File: config.mk
export PLATFORM = sky130hd
export DESIGN_NAME = fpga_puf_axi_read_master
export DESIGN_NICKNAME = d
export VERILOG_FILES = /design/src/rtl/fpga_puf_pkg.sv /design/src/rtl/fpga_puf_axis_reg_slice.sv /design/src/rtl/fpga_puf_axi_read_master.sv
export SDC_FILE = /design/constraint.sdc
export NUM_CORES = 1
export LEC_CHECK = 0
export ABC_AREA = 1
export CAP_MARGIN = 20
export CORE_AREA = 2 2 465 467
export DETAILED_ROUTE_END_ITERATION = 8
export DIE_AREA = 0 0 467 469
export PLACE_DENSITY = 0.47
export SETUP_SLACK_MARGIN = 0.3
export SLEW_MARGIN = 5
export SYNTH_ARGS = -nofsm -noshare
export SYNTH_HDL_FRONTEND = slang
export SYNTH_SLANG_ARGS = --single-unit
File: constraint.sdc
create_clock -name aclk -period 12.3 [get_ports aclk]
set_input_delay 3.075 -clock aclk [delete_from_list [all_inputs] [get_ports aclk]]
set_output_delay 3.075 -clock aclk [all_outputs]
set_load 0.005 [all_outputs]
File: src/rtl/fpga_puf_pkg.sv
// Shared definitions for the PUF challenge fetch path.
//   state_t        : read-master FSM states
//   BEAT_BYTES     : bytes per AXI data beat (512-bit bus)
//   BEAT_SHIFT     : log2(BEAT_BYTES)
//   BOUNDARY_4K    : AXI burst boundary in bytes
//   BOUNDARY_SHIFT : log2(BOUNDARY_4K)
package fpga_puf_pkg;

  typedef enum logic [1:0] {
    IDLE  = 2'd0,
    ADDR  = 2'd1,
    DRAIN = 2'd2,
    DONE  = 2'd3
  } state_t;

  localparam int unsigned BEAT_BYTES     = 64;
  localparam int unsigned BEAT_SHIFT     = 6;
  localparam int unsigned BOUNDARY_4K    = 4096;
  localparam int unsigned BOUNDARY_SHIFT = 12;

endpackage

File: src/rtl/fpga_puf_axis_reg_slice.sv
// One-entry forward register slice between the AXI R channel and the
// AXI-Stream challenge output.
//   aclk, areset_n        : clock, asynchronous active-low reset
//   s_valid/s_ready       : upstream handshake (s_ready = !m_valid || m_ready)
//   s_data/s_last         : upstream payload and end-of-transfer flag
//   m_valid/m_ready       : downstream handshake
//   m_data/m_last         : registered payload, held while stalled
module fpga_puf_axis_reg_slice
  import fpga_puf_pkg::*;
#(
  parameter int DATA_W = 512
) (
  input  logic              aclk,
  input  logic              areset_n,
  input  logic              s_valid,
  output logic              s_ready,
  input  logic [DATA_W-1:0] s_data,
  input  logic              s_last,
  output logic              m_valid,
  input  logic              m_ready,
  output logic [DATA_W-1:0] m_data,
  output logic              m_last
);

  logic              vld_p0;
  logic              last_p0;
  logic [DATA_W-1:0] data_p0;
  logic              load;

  // The slot can accept whenever it is empty or being drained this cycle,
  // which sustains one beat per cycle with m_ready held high.
  assign s_ready = !vld_p0 || m_ready;
  assign load    = s_valid && s_ready;

  // ---- stage p0: register slot ----
  always_ff @(posedge aclk or negedge areset_n) begin
    if (!areset_n) begin
      vld_p0  <= 1'b0;
      last_p0 <= 1'b0;
    end else if (load) begin
      vld_p0  <= 1'b1;
      last_p0 <= s_last;
    end else if (m_ready) begin
      vld_p0  <= 1'b0;
      last_p0 <= 1'b0;
    end
  end

  always_ff @(posedge aclk) begin
    if (load) begin
      data_p0 <= s_data;
    end
  end

  assign m_valid = vld_p0;
  assign m_last  = last_p0;
  assign m_data  = data_p0;

endmodule

File: src/rtl/fpga_puf_axi_read_master.sv
// AXI4 read master that fetches a contiguous block of challenge data and
// streams it, in address order, to the PUF core over AXI-Stream.
//   aclk, areset_n             : clock, asynchronous active-low reset
//   ctrl_start                 : one-cycle start, honoured only when idle
//   ctrl_done                  : one-cycle pulse when the transfer completes
//   ctrl_addr_offset           : 64-byte aligned start byte address
//   ctrl_xfer_size_in_bytes    : byte count (rounded up to whole beats)
//   m_axi_ar*                  : AXI4 read-address channel
//   m_axi_r*                   : AXI4 read-data channel
//   m_axis_t*                  : AXI4-Stream challenge output
module fpga_puf_axi_read_master
  import fpga_puf_pkg::*;
#(
  parameter int C_M_AXI_ADDR_WIDTH = 64,
  parameter int C_M_AXI_DATA_WIDTH = 512,
  parameter int C_XFER_SIZE_WIDTH  = 32,
  parameter int C_MAX_OUTSTANDING  = 16,
  parameter int C_BURST_LEN        = 64
) (
  input  logic                          aclk,
  input  logic                          areset_n,
  input  logic                          ctrl_start,
  output logic                          ctrl_done,
  input  logic [C_M_AXI_ADDR_WIDTH-1:0] ctrl_addr_offset,
  input  logic [C_XFER_SIZE_WIDTH-1:0]  ctrl_xfer_size_in_bytes,
  output logic                          m_axi_arvalid,
  input  logic                          m_axi_arready,
  output logic [C_M_AXI_ADDR_WIDTH-1:0] m_axi_araddr,
  output logic [7:0]                    m_axi_arlen,
  input  logic                          m_axi_rvalid,
  output logic                          m_axi_rready,
  input  logic [C_M_AXI_DATA_WIDTH-1:0] m_axi_rdata,
  input  logic                          m_axi_rlast,
  output logic                          m_axis_tvalid,
  input  logic                          m_axis_tready,
  output logic [C_M_AXI_DATA_WIDTH-1:0] m_axis_tdata,
  output logic                          m_axis_tlast
);

  localparam int AW     = C_M_AXI_ADDR_WIDTH;
  localparam int DW     = C_M_AXI_DATA_WIDTH;
  localparam int XW     = C_XFER_SIZE_WIDTH;
  localparam int BEAT_W = XW - int'(BEAT_SHIFT) + 1;
  localparam int OUT_W  = $clog2(C_MAX_OUTSTANDING + 1);
  localparam int BS     = int'(BOUNDARY_SHIFT);

  // ceil(bytes / 64); a partial last beat is fetched whole.
  function automatic logic [BEAT_W-1:0] beats_of(input logic [XW-1:0] bytes);
    logic [XW:0] sum;
    sum = {1'b0, bytes} + (XW+1)'(BEAT_BYTES - 1);
    return sum[XW:BEAT_SHIFT];
  endfunction

  // min(remaining beats, C_BURST_LEN, beats left before the next 4 KiB line)
  function automatic logic [8:0] burst_len(input logic [BS-1:0]     addr_lo,
                                           input logic [BEAT_W-1:0] rem);
    logic [BS:0]       room_bytes;
    logic [BEAT_W-1:0] room;
    logic [BEAT_W-1:0] len;
    room_bytes = (BS+1)'(BOUNDARY_4K) - {1'b0, addr_lo};
    room       = BEAT_W'(room_bytes >> BEAT_SHIFT);
    len        = rem;
    if (len > BEAT_W'(C_BURST_LEN)) len = BEAT_W'(C_BURST_LEN);
    if (len > room)                 len = room;
    return len[8:0];
  endfunction

  state_t            state;
  logic [AW-1:0]     next_addr;
  logic [BEAT_W-1:0] ar_rem;
  logic [BEAT_W-1:0] r_total;
  logic [BEAT_W-1:0] r_cnt;
  logic [8:0]        blen;
  logic [OUT_W-1:0]  outstanding;

  logic [8:0]        cur_len;
  logic [BEAT_W-1:0] size_beats;
  logic              ar_hs;
  logic              r_hs;
  logic              r_last_hs;
  logic              t_last_hs;
  logic              can_issue;
  logic              slice_last;

  assign size_beats = beats_of(ctrl_xfer_size_in_bytes);
  assign cur_len    = burst_len(next_addr[BS-1:0], ar_rem);
  assign ar_hs      = m_axi_arvalid && m_axi_arready;
  assign r_hs       = m_axi_rvalid && m_axi_rready;
  assign r_last_hs  = r_hs && m_axi_rlast;
  assign t_last_hs  = m_axis_tvalid && m_axis_tready && m_axis_tlast;
  assign can_issue  = outstanding < OUT_W'(C_MAX_OUTSTANDING);

  // End of transfer comes from our own beat count; AXI rlast only closes
  // individual bursts.
  assign slice_last = (r_cnt == r_total - BEAT_W'(1));

  // Control FSM and AR channel. arvalid drops for one cycle after each
  // handshake so the next burst is sized from the updated address/remainder
  // and the outstanding limit seen by the next request is already current.
  always_ff @(posedge aclk or negedge areset_n) begin
    if (!areset_n) begin
      state         <= IDLE;
      m_axi_arvalid <= 1'b0;
      m_axi_araddr  <= '0;
      m_axi_arlen   <= '0;
      next_addr     <= '0;
      ar_rem        <= '0;
      r_total       <= '0;
      blen          <= '0;
      ctrl_done     <= 1'b0;
    end else begin
      ctrl_done <= 1'b0;
      unique case (state)
        IDLE: begin
          if (ctrl_start) begin
            next_addr <= ctrl_addr_offset;
            ar_rem    <= size_beats;
            r_total   <= size_beats;
            if (size_beats == '0) begin
              state     <= DONE;
              ctrl_done <= 1'b1;
            end else begin
              state <= ADDR;
            end
          end
        end
        ADDR: begin
          if (ar_hs) begin
            m_axi_arvalid <= 1'b0;
            next_addr     <= next_addr + (AW'(blen) << BEAT_SHIFT);
            ar_rem        <= ar_rem - BEAT_W'(blen);
            if (ar_rem == BEAT_W'(blen)) begin
              state <= DRAIN;
            end
          end else if (!m_axi_arvalid && can_issue) begin
            m_axi_arvalid <= 1'b1;
            m_axi_araddr  <= next_addr;
            m_axi_arlen   <= 8'(cur_len - 9'd1);
            blen          <= cur_len;
          end
        end
        DRAIN: begin
          if (t_last_hs) begin
            state     <= DONE;
            ctrl_done <= 1'b1;
          end
        end
        DONE: begin
          state <= IDLE;
        end
        default: begin
          state <= IDLE;
        end
      endcase
    end
  end

  // Beats received so far in this transfer.
  always_ff @(posedge aclk or negedge areset_n) begin
    if (!areset_n) begin
      r_cnt <= '0;
    end else if (state == IDLE && ctrl_start) begin
      r_cnt <= '0;
    end else if (r_hs) begin
      r_cnt <= r_cnt + BEAT_W'(1);
    end
  end

  // In-flight bursts: AR handshake opens one, rlast handshake closes one.
  always_ff @(posedge aclk or negedge areset_n) begin
    if (!areset_n) begin
      outstanding <= '0;
    end else begin
      unique case ({ar_hs, r_last_hs})
        2'b10:   outstanding <= outstanding + OUT_W'(1);
        2'b01:   outstanding <= outstanding - OUT_W'(1);
        default: outstanding <= outstanding;
      endcase
    end
  end

  fpga_puf_axis_reg_slice #(
    .DATA_W (DW)
  ) u_slice (
    .aclk     (aclk),
    .areset_n (areset_n),
    .s_valid  (m_axi_rvalid),
    .s_ready  (m_axi_rready),
    .s_data   (m_axi_rdata),
    .s_last   (slice_last),
    .m_valid  (m_axis_tvalid),
    .m_ready  (m_axis_tready),
    .m_data   (m_axis_tdata),
    .m_last   (m_axis_tlast)
  );

endmodule

==> impl_metrics.csv, run 1 <==
group,metric,value,unit
worst_setup_path,cp-end-kind,"output pin",
die,die_y,469,um
synthesis,synth_area,31170,um^2
sta,relSlewSlack,27.85,%
synthesis,ys.warnings.count,0,
pwr,p_comb_share,30.9,%
die,start_util,14.58,%
global_route,grt_first_pass_wirelength,292100,um
layout,fin_nets,4753,
layout,finalNonFillerCells,7052,
die,rows,170,
pwr,clock_power_share,31.7,%
outcome,status,"finished clean",
pwr,power.density,190.8,nW/um^2
worst_setup_path,crit_type,"input port to output pin",
cts,cts_sinks,749,
sta,min_period,7.495,ns
pwr,swShare,36.83,%
pwr,switchingPower,3.523,mW
drt,drc_errors,0,
cts,cts-buffers-inserted,100,
sta,setup-tns-final,0,ns
synthesis,syn_nets,3498,
pwr,seqPwrFrac,37.4,%
die,die_area,219000,um^2
cts,postCtsSetupRepairBufs,0,
pwr,internal_power,6.042,mW
synthesis,synth-seq-cells,749,
drt,routedWlPerCell,33.50,um
drt,vias,27860,
run,maxCapViolCount,0,
worst_setup_path,cp.arrival,4.42,ns
synthesis,async_flop_share,31.64,%
die,num_io_pins,1204,
placement,place_congestion,0.9310,
synthesis,synth_area_per_cell,10.96,um^2
sta,clock.fmax,0.1334,GHz
cts,cts_resized,0,
synthesis,synth_area_leaders,"edfxtp_1 (49%), dfrtp_1 (19%), nand2_1 (8.0%), o21ai_0 (3.5%), nor2_1 (3.4%)",
sta,worst_pin_slew,1.082,ns
pwr,ir_worst_vdd,134.8,uV
synthesis,yosysSeqAreaShare,68.35,%
cts,clk_path_buf_depth,3,
worst_setup_path,required,9.22,ns
global_route,grtUsageTotal,20.72,%
cts,ctsHoldBuffers,0,
worst_setup_path,worstSetupStartpointType,"input port",
layout,layout-drive-gt1-share,5.806,%
global_route,antenna_found_initial,161,
cts,clock_latency,0.77,ns
drt,wirelength,236300,um
min_path,holdCritPathClass,"register to register",
synthesis,ys.flop_type,"edfxtp_1",
sta,rsz0062_at_grt,"no",
sta,maxSlewViolCount,0,
cts,cts.root.buffer_cell,"clkbuf_16",
pwr,power.total,9.565,mW
sta,setup_viol,0,
synthesis,yosys.area.top_type,"edfxtp_1",
cts,cts_tree,"yes",
synthesis,syn_inst,2844,
global_route,grt_max_degree,167,
placement,dpl.hpwl,197700,um
global_route,overflow,0,
cts,htreeDepth,3,
drt,dr.pass1.iters,5,
die,design.core.area,213800,um^2
sta,fin_crit_sh,60.93,%
layout,area_delta_synth_final,60.82,%
layout,multi_input_area,8600,um^2
drt,antenna_left,0,
synthesis,synth_edf_count,512,
placement,port_buffers,1203,
sta,fin_skew,0.05368,ns
layout,post-route-util,23.45,%
synthesis,synth.top_cell.area_share,49.32,%
die,die_w,467,um
synthesis,synth.distinct_cells,49,
global_route,grt_pass1_vias,26900,
worst_setup_path,critPathMaxFanout,3,
cts,clk_pin_slew,0.05,ns
pwr,p_leak,18.70,nW
drt,drtIter0Drc,2671,
layout,regArea,21310,um^2
drt,via_per_inst,3.951,
placement,dpl.cell_count,6833,
layout,n_fill_cell,22880,
sta,hold_viol_final,0,
power by group through the flow:
stage	clock network [mW]	registers, mW	logic (mW)
floorplan	0	3.52	1.59
global placement	0	3.61	2.94
detailed placement	0	3.61	2.96
CTS	3.14	3.57	2.99
global route	3.21	3.63	3.30
finish	3.03	3.57	2.96
area by class of cell:
class / instances / share of cell area [%]
clock inverter: 59 / 1.168
multi-input combinational: 1752 / 17.15
clock buffer: 129 / 5.436
sequential: 749 / 42.50
tap: 2838 / 7.083
timing repair buffer: 1220 / 24.44
antenna: 29 / 0.1448
inverter: 276 / 2.077
through the flow:
stage / area (um^2) / hold WS [ns] / setup slack [ns]
after floorplan: 31180 / 0.4554 / 0.6062
after global placement: 46690 / 0.4727 / 4.772
after detailed placement: 46690 / 0.4706 / 4.753
after CTS: 50000 / 0.4910 / 4.752
after global routing: 50080 / 0.5148 / 4.739
final: 50130 / 0.4830 / 4.805
placed cells by master, fill, tap and decap left out, types with 20 or more instances in the layout:
cell type	instances
edfxtp_1	512
o22ai_1	29
clkbuf_1	21
clkdlybuf4s50_1	1202
dfrtp_1	237
o21ai_0	221
diode_2	29
a21oi_1	69
clkbuf_16	103
xor2_1	37
inv_1	256
nand2_1	659
o21ai_1	22
xnor2_1	20
o211ai_1	28
nand4_1	42
nor2_1	282
nor3_1	34
ha_1	35
nand3_1	150
nand3b_1	20
critical path, stage by stage:
cell and delay [ns]:
clkdlybuf4s50_1 0.51, inv_1 0.10, nand2_1 0.18, clkdlybuf4s50_1 0.55
Yosys cell counts (7+ instances only):
cell,count
ha_1,36
nor4_1,11
o21a_1,11
nor2_2,13
nand4_1,42
dfrtp_1,237
nor3_1,34
o22ai_1,29
o21ai_0,221
nand2_2,13
nand3b_1,20
clkbuf_1,49
buf_2,7
o211ai_1,28
inv_2,16
edfxtp_1,512
nor2_1,282
a21oi_1,69
nand2_1,661
xor2_1,37
nand3_1,150
inv_1,258
o21ai_1,22
buf_1,11
xnor2_1,20
flip-flops by register name, indices dropped and copies added, names as in the netlist:
register         flops
u_slice.m_data     512
m_axi_araddr        64
next_addr           64
ar_rem              27
r_cnt               27
r_total             27
blen                 9
m_axi_arlen          8
outstanding          5
state                2
ctrl_done            1
m_axi_arvalid        1
u_slice.m_last       1
u_slice.m_valid      1
path summary, 6_finish.rpt:
check | startpoint | endpoint | slack, ns | cells after the start
setup / recovery | m_axis_tready | m_axi_rready | 4.81 | 4
hold / removal | m_axi_araddr[42] | m_axi_araddr[42] | 0.48 | 2
setup reg to reg | ar_rem[16] | m_axi_arlen[4] | 8.23 | 25
hold reg to reg | m_axi_araddr[42] | m_axi_araddr[42] | 0.48 | 2
max in group asynchronous | areset_n | next_addr[8] | 7.98 | 3
min in group asynchronous | areset_n | m_axi_araddr[22] | 2.29 | 1
kinds of logic (layout without fill, tap and decap cells):
group | count (synthesis) | after routing | synth area share, %
adder cells (fa/ha/maj) | 39 | 39 | 1.638
other | 0 | 29 | 0
XOR/XNOR | 57 | 57 | 1.602
AND/OR/NAND/NOR | 1251 | 1251 | 17.11
AO/OA/AOI/OAI | 405 | 405 | 7.141
flip-flops | 749 | 749 | 68.35
buffers and inverters | 343 | 1684 | 4.162
routing by layer:
metal,up-vias,routed length [um],global-route usage (%)
li1,12280,-,-
met1,13880,96280,25.21
met2,1304,109300,33.38
met3,306,25520,9.444
met4,86,4566,4.344
met5,-,586,0.8225
Note: power is estimated with default switching activity, not from simulation.
==> inputs of run 2 (changes only) <==
CORE_AREA = 2 2 470 472   (was 2 2 465 467)
DIE_AREA = 0 0 472 474   (was 0 0 467 469)
PLACE_DENSITY = 0.46   (was 0.47)
clock period = 7.4 ns   (was 12.3 ns; I/O delays follow)
==> impl_metrics.csv, run 2 (synthesis gave the netlist of run 1 again) <==
group,metric,value,unit
min_path,min_path_cells,2,
worst_setup_path,r2r_slack,3.50,ns
sta,hold_viol_final,0,
worst_setup_path,required,5.55,ns
cts,clk_path_buf_depth,3,
drt,routedWlPerCell,34.22,um
sta,relSlewSlack,29.52,%
drt,drtIter0Drc,2477,
drt,drc_errors,0,
drt,wirelength,242000,um
layout,final_common_cell,"clkdlybuf4s50_1",
drt,vias,28050,
die,die_w,472,um
global_route,grtUsageTotal,20.81,%
cts,cts_tree,"yes",
die,rows,172,
cts,cts-buffers-inserted,99,
global_route,grt_pass1_vias,26650,
pwr,power.density,316.8,nW/um^2
cts,cts_sinks,749,
die,design.core.area,218700,um^2
pwr,power.total,15.84,mW
cts,postCtsSetupRepairBufs,0,
sta,setup_viol,0,
layout,layout-drive-gt1-share,5.677,%
die,die_y,474,um
run,maxCapViolCount,0,
worst_setup_path,cp.arrival,3.27,ns
global_route,grt_max_degree,163,
sta,maxSlewViolCount,0,
die,start_util,14.26,%
drt,dr.pass1.iters,5,
cts,cts.root.buffer_cell,"clkbuf_16",
cts,ctsHoldBuffers,0,
worst_setup_path,worstSetupStartpointType,"input port",
worst_setup_path,critPathMaxFanout,3,
layout,largest_reg_flops,512,
min_path,holdCritPathClass,"register to register",
placement,place_congestion,0.9277,
cts,cts_resized,0,
placement,postPlaceCellArea,46750,um^2
sta,min_period,5.120,ns
layout,area_delta_synth_final,60.42,%
outcome,status,"finished clean",
placement,dpl.hpwl,202300,um
cts,clk_pin_slew,0.06,ns
drt,via_per_inst,3.966,
global_route,overflow,0,
sta,rsz0062_at_grt,"no",
sta,fin_crit_sh,69.19,%
global_route,grt_first_pass_wirelength,298800,um
worst_setup_path,setup.worst_path.end,"m_axi_rready",
worst_setup_path,cp-end-kind,"output pin",
sta,clock.fmax,0.1953,GHz
die,die_area,223700,um^2
sta,whs,0.4883,ns
worst_setup_path,cp-startpoint,"m_axis_tready",
sta,fin_skew,0.05438,ns
worst_setup_path,worstReg2RegStart,"ar_rem[17]",
pwr,ir_worst_vdd,308.8,uV
cts,clock_latency,0.76,ns
global_route,antenna_found_initial,157,
drt,antenna_left,0,
layout,fin_nets,4750,
worst_setup_path,crit_type,"input port to output pin",
sta,setup-tns-final,0,ns
worst_setup_path,reg2reg_depth,25,
pwr,p_leak,18.64,nW
die,num_io_pins,1204,
layout,postLayoutCellArea,50010,um^2
worst_setup_path,reg2reg_to,"m_axi_arlen[4]",
sta,worst_pin_slew,1.057,ns
cts,htreeDepth,3,
placement,port_buffers,1203,
layout,mostFrequentLayoutCells,"clkdlybuf4s50_1 (1202), nand2_1 (657), edfxtp_1 (512)",
[run 2: cell types whose count changed in the layout (fill, tap and decap cells not counted), moves of 4 or more]
cell,previous run,this run
clkbuf_1,21,16
clkinv_1,16,21
clkbuf_16,103,99
clkinv_2,19,23
[run 2: per-layer routing]
layer / part of all wire (%) / track usage [%] / vias to the layer above / wire, um
li1: - / - / 12260 / -
met1: 41 / 25.77 / 13990 / 99700
met3: 9.0 / 7.267 / 344 / 21690
met2: 47 / 34.26 / 1389 / 114400
met4: 2.4 / 5.406 / 70 / 5771
met5: 0.18 / 0 / - / 434
[run 2: critical path: stages]
cell	delay, ns
clkdlybuf4s50_1	0.66
inv_12	0.04
nand2_4	0.07
clkdlybuf4s50_1	0.64
[run 2: area by class of cell]
cell class | instances | area [um^2]
Tap cell | 2871 | 3592
Sequential cell | 749 | 21310
Fill cell | 23430 | 168600
Inverter | 276 | 1054
Timing Repair Buffer | 1218 | 12220
Multi-Input combinational cell | 1752 | 8610
Clock buffer | 119 | 2592
Clock inverter | 61 | 570.5
Antenna cell | 27 | 67.56
[run 2: how the worst min path moves through the flow]
stage	start	end
3_5_place_dp	m_axi_araddr[31]	m_axi_araddr[31]
5_1_grt	m_axi_araddr[40]	m_axi_araddr[40]
3_3_place_gp	m_axi_araddr[30]	m_axi_araddr[30]
2_1_floorplan	r_cnt[8]	r_cnt[8]
6_report	m_axi_arlen[4]	m_axi_arlen[4]
4_1_cts	m_axi_arlen[4]	m_axi_arlen[4]
[run 2: per-stage QoR]
stage | instances | worst slack (ns) | utilization (%)
4_1_cts | 7045 | 2.233 | 22.83
2_1_floorplan | 2844 | -2.961 | -
3_5_place_dp | 6865 | 1.952 | 21.38
6_report | 7073 | 2.280 | 22.87
3_3_place_gp | 6865 | 1.947 | 21.38
5_1_grt | 7056 | 2.247 | 22.85
[run 2: power breakdown]
part	leakage, nW	switching (mW)	total, mW	internal [mW]
combinational	9.21	3.03	4.97	1.93
sequential	7.88	0.688	5.96	5.27
clock	1.55	2.17	4.92	2.75
